**config.mk**
```make
export PLATFORM = sky130hd
export DESIGN_NAME = seq_controller
export DESIGN_NICKNAME = d
export VERILOG_FILES = /design/src/rtl/seq_controller.sv
export SDC_FILE = /design/constraint.sdc
export NUM_CORES = 1
export LEC_CHECK = 0
export BUFFER_PORTS_ARGS = -buffer_cell sky130_fd_sc_hd__buf_2
export CAP_MARGIN = 10
export CORE_MARGIN = 8
export CORE_UTILIZATION = 54
export CTS_BUF_LIST = sky130_fd_sc_hd__clkbuf_8
export CTS_CLUSTER_DIAMETER = 30
export DETAILED_ROUTE_END_ITERATION = 16
export MAX_ROUTING_LAYER = met4
export PLACE_DENSITY = 0.79
export SLEW_MARGIN = 20
export SYNTH_ARGS = -nofsm -noshare
export SYNTH_HDL_FRONTEND = slang
export SYNTH_SLANG_ARGS = --single-unit
```
**constraint.sdc**
```tcl
create_clock -name clk -period 3 [get_ports clk]
set_input_delay 0.6 -clock clk [delete_from_list [all_inputs] [get_ports clk]]
set_output_delay 0.6 -clock clk [all_outputs]
set_load 0.1 [all_outputs]
```
**src/rtl/seq_controller.sv**
```systemverilog
// Step sequencer transport controller: turns play/pause/stop commands into
// advance/clear pulses for a downstream step counter, plus a per-step gate.
module seq_controller #(
    parameter int DW    = 16,
    parameter int STEPS = 8
) (
    input  logic          clk,
    input  logic          rst,          // asynchronous, active-low
    input  logic          play,
    input  logic          pause,
    input  logic          stop,
    input  logic [DW-1:0] step_period,
    input  logic [DW-1:0] gate_len,
    output logic          advance,
    output logic          clear,
    output logic          gate,
    output logic          loop_pulse,
    output logic          running
);

    localparam int            IW         = (STEPS > 1) ? $clog2(STEPS) : 1;
    localparam logic [IW-1:0] LAST_STEP  = IW'(STEPS - 1);
    localparam logic [DW-1:0] MIN_PERIOD = DW'(2);

    typedef enum logic [1:0] {
        IDLE = 2'd0,
        RUN  = 2'd1,
        HOLD = 2'd2
    } state_t;

    state_t        state_reg;
    logic [DW-1:0] timer_reg;
    logic [DW-1:0] period_reg;
    logic [IW-1:0] step_reg;
    logic          clear_reg;
    logic          rst_meta_reg;
    logic          rst_sync_reg;

    logic [DW-1:0] period_next;
    logic [IW-1:0] step_next;
    logic          at_last;

    // Reset asserts immediately but releases only after two clean clock edges
    always_ff @(posedge clk or negedge rst) begin
        if (!rst) begin
            rst_meta_reg <= 1'b0;
            rst_sync_reg <= 1'b0;
        end else begin
            rst_meta_reg <= 1'b1;
            rst_sync_reg <= rst_meta_reg;
        end
    end

    // Periods below 2 would make advance fire every cycle; clamp them
    assign period_next = (step_period < MIN_PERIOD) ? MIN_PERIOD : step_period;
    assign step_next   = (step_reg == LAST_STEP) ? '0 : step_reg + IW'(1);
    assign at_last     = (timer_reg == period_reg - DW'(1));

    // A pause or stop in the last cycle of a step suppresses that advance, so
    // the downstream counter never sees an advance that the timer did not take
    assign advance    = (state_reg == RUN) && at_last && !stop && !pause;
    assign loop_pulse = advance && (step_reg == LAST_STEP);
    assign gate       = (state_reg == RUN) && (timer_reg < gate_len);
    assign running    = (state_reg == RUN);
    assign clear      = clear_reg;

    // Transport FSM: stop > pause > play, timer/step/period bookkeeping
    always_ff @(posedge clk or negedge rst_sync_reg) begin
        if (!rst_sync_reg) begin
            state_reg  <= IDLE;
            timer_reg  <= '0;
            step_reg   <= '0;
            period_reg <= MIN_PERIOD;
            clear_reg  <= 1'b0;
        end else begin
            clear_reg <= 1'b0;
            if (stop) begin
                state_reg <= IDLE;
                timer_reg <= '0;
                step_reg  <= '0;
                clear_reg <= 1'b1;
            end else begin
                case (state_reg)
                    IDLE: begin
                        if (play) begin
                            state_reg  <= RUN;
                            timer_reg  <= '0;
                            step_reg   <= '0;
                            period_reg <= period_next;
                            clear_reg  <= 1'b1;
                        end
                    end
                    RUN: begin
                        if (pause) begin
                            // freeze timer, step and period exactly as they are
                            state_reg <= HOLD;
                        end else if (at_last) begin
                            timer_reg  <= '0;
                            step_reg   <= step_next;
                            period_reg <= period_next;
                        end else begin
                            timer_reg <= timer_reg + DW'(1);
                        end
                    end
                    HOLD: begin
                        if (play) begin
                            state_reg <= RUN;
                        end
                    end
                    default: begin
                        state_reg <= IDLE;
                    end
                endcase
            end
        end
    end

endmodule

```
==> flow_summary_export.csv <==
group,metric,value,unit
sta,hold_violations,0,
finish,multiInputGateArea,0.00180,mm2
drt,drtAntennaViolNets,0,
placement,post-place-ws,-0.0316,ns
synthesis,ys.warnings.count,0,
pwr,p_per_area,429,mW/mm2
sta,whs,0.0745,ns
sta,clock_skew,0.00891,ns
floorplanning,coreArea,0.00504,mm2
sta,final.setup.worst_slack,-0.260,ns
finish,fill_cells,365,
synthesis,syn_nets,340,
synthesis,avgSynthCellArea,9.82,um2
drt,remaining_drc_errors,0,
sta,max_freq,307,MHz
placement,placedInstanceArea,0.00328,mm2
drt,first_pass_iters,4,
worst_setup_path,worstPathRequired,2.40,ns
sta,worst_pin_slew,0.929,ns
finish,diodes,0,
placement,hpwl,5040,um
outcome,violations,"negative setup slack",
drt,dr_total_vias,2515,
outcome,status,"finished with violations",
synthesis,synth_top_area_share,35.0,%
synthesis,async_flop_share,100,%
sta,slew_headroom,38.1,%
placement,place_inst,410,
synthesis,synth_top_cell_by_area,"dfrtp_1",
grt,track_usage,19.5,%
worst_setup_path,worstPathArrival,2.66,ns
worst_setup_path,critPathLaunchType,"flip-flop",
worst_setup_path,crit_path_end_kind,"output port",
sta,setup_viol,2,
clocking,cts_tree,"done",
synthesis,synth-edff-count,0,
clocking,postCtsHoldBufs,0,
drt,drt_wl_total,7130,um
synthesis,synth_cells,284,
run,cap_violations,0,
synthesis,synth_cell_type_count,57,
clocking,clock-sinks,40,
pwr,power.static_leakage,1.71,nW
synthesis,yosys_register_bits,40,
grt,grt_pass1_vias,2507,
synthesis,synth_ff_type,"dfrtp_1",
synthesis,syn_area,0.00279,mm2
floorplanning,ios,42,
finish,nets,409,
clocking,clkTransAtPathRegs,0.07,ns
finish,final_cell_count_no_fill,424,
floorplanning,dieArea,0.00772,mm2
floorplanning,die_height,87.9,um
finish,area_growth,26.8,%
grt,antenna_found_initial,0,
grt,grt_pass1_wl,11700,um
sta,grt_setup_unrepaired,"yes",
grt,grt_max_degree,24,
worst_setup_path,path_class,"reg2out",
drt,drt_iter0_drc,167,
clocking,htreeDepth,2,
floorplanning,die_w,87.9,um
worst_hold_path,hp-class,"in2async",
worst_setup_path,cp_max_fo,3,
sta,fin_crit,3.26,ns
drt,drt-wirelength-per-cell,16.8,um
clocking,clk-insertion-delay-late,0.30,ns
synthesis,yosysSeqAreaShare,36.0,%
floorplanning,initial_core_util,55.3,%
synthesis,synth_area_leaders,"dfrtp_1 35%, ha_1 8.5%, xnor2_1 4.4%",
pwr,irDropWorstVdd,0.000320,V
grt,grt-ovfl-total,0,
floorplanning,rows,26,
finish,drive_above_1_share,34.2,%
finish,fin_area,0.00353,mm2
placement,gp_congestion,0.961,
sta,tns,-0.492,ns
drt,routed_via_density,5.93,
sta,drv_slew,0,
placement,io_buffers,41,
clocking,cts_buffers,5,
finish,final_cell_mix,"38 x dfrtp_1, 38 x buf_2, 29 x buf_4",
sta,timing.final.crit_share,109,%
clocking,cts.path.max_buffers,2,
clocking,cts_root_buffer,"clkbuf_8",
finish,seqCellArea,0.00100,mm2
## worst max-delay path, stage by stage, from the launching register on
cell and delay [ns]:
dfrtp_1 0.39, inv_2 0.08, ha_4 0.12, or3b_4 0.37
or2_4 0.29, o31ai_4 0.21, o21ai_2 0.11, nor4_4 0.36
and3_4 0.26, buf_12 0.17
## routing by layer
layer,vias to the layer above,track usage (%),share of wire [%]
li1,1183,-,-
met1,1229,22.8,42
met2,80,32.1,51
met3,23,4.69,4.6
met4,0,6.56,2.5
met5,-,-,0
## report_power, final
group	internal [mW]	total [mW]	switching, mW
Sequential	0.592	0.669	0.0770
Combinational	0.248	0.507	0.259
Clock	0.155	0.340	0.185
Total	0.995	1.52	0.521
## cells by family after synthesis
logic type | synth area share, %
other | 0.135
and+or+nand+nor | 22.7
adders and majority gates | 8.53
DFF | 36.0
buffers and inverters | 4.62
muxes | 7.85
AOI/OAI and AO/OA | 11.4
xor gates and xnor gates | 8.80
## stage by stage
step | total power, mW | util [%]
6_report | 1.52 | 70.1
3_3_place_gp | 1.08 | 65.0
2_1_floorplan | 0.944 | -
5_1_grt | 1.59 | 70.1
4_1_cts | 1.47 | 68.3
3_5_place_dp | 1.09 | 65.0
## cell type report
cell class | count | area share, %
multi-input combinational | 215 | 50.9
sequential | 40 | 28.4
timing repair buffer | 71 | 13.8
tap | 70 | 2.48
inverter | 20 | 2.12
clock buffer | 5 | 1.95
clock inverter | 3 | 0.319
## Yosys cell counts (2+ instances only)
cell      number
dfrtp_1       39
nor3_1        21
inv_1         20
ha_1          19
xnor2_1       14
xor2_1        14
nor4_1        13
nand2_1       11
a21oi_1       10
nor2_1        10
mux2_4         8
nand4_1        8
a21o_1         7
mux2_2         7
nand2b_1       7
nand3_1        7
a22o_1         5
and3_1         5
clkbuf_1       5
o31ai_1        4
nor2b_1        3
o21ai_0        3
a311oi_1       2
and2_1         2
and4_1         2
buf_6          2
mux2i_1        2
nor3b_1        2
o211ai_1       2
o31a_1         2
or2_2          2
## repair_timing
item / in CTS / in global routing
endpoints found under the setup margin: 2 / 18
pin swaps: 6 / 8
buffers inserted: 5 / 2
gates resized for setup: 9 / 14
## worst paths after layout
kind                                     from       endpoint  slack [ns]  cells after the start
worst max register to register  period_reg[4]  period_reg[6]        0.11                     10
min in group clk                 rst_meta_reg   rst_sync_reg        0.37                      0
max in group asynchronous        rst_sync_reg  period_reg[1]        1.79                      1
worst max-delay path            period_reg[0]     loop_pulse       -0.26                      9
worst min-delay path                      rst   rst_meta_reg        0.07                      1
worst min register to register   rst_meta_reg   rst_sync_reg        0.37                      0
Power figures use the tool's default switching activity.
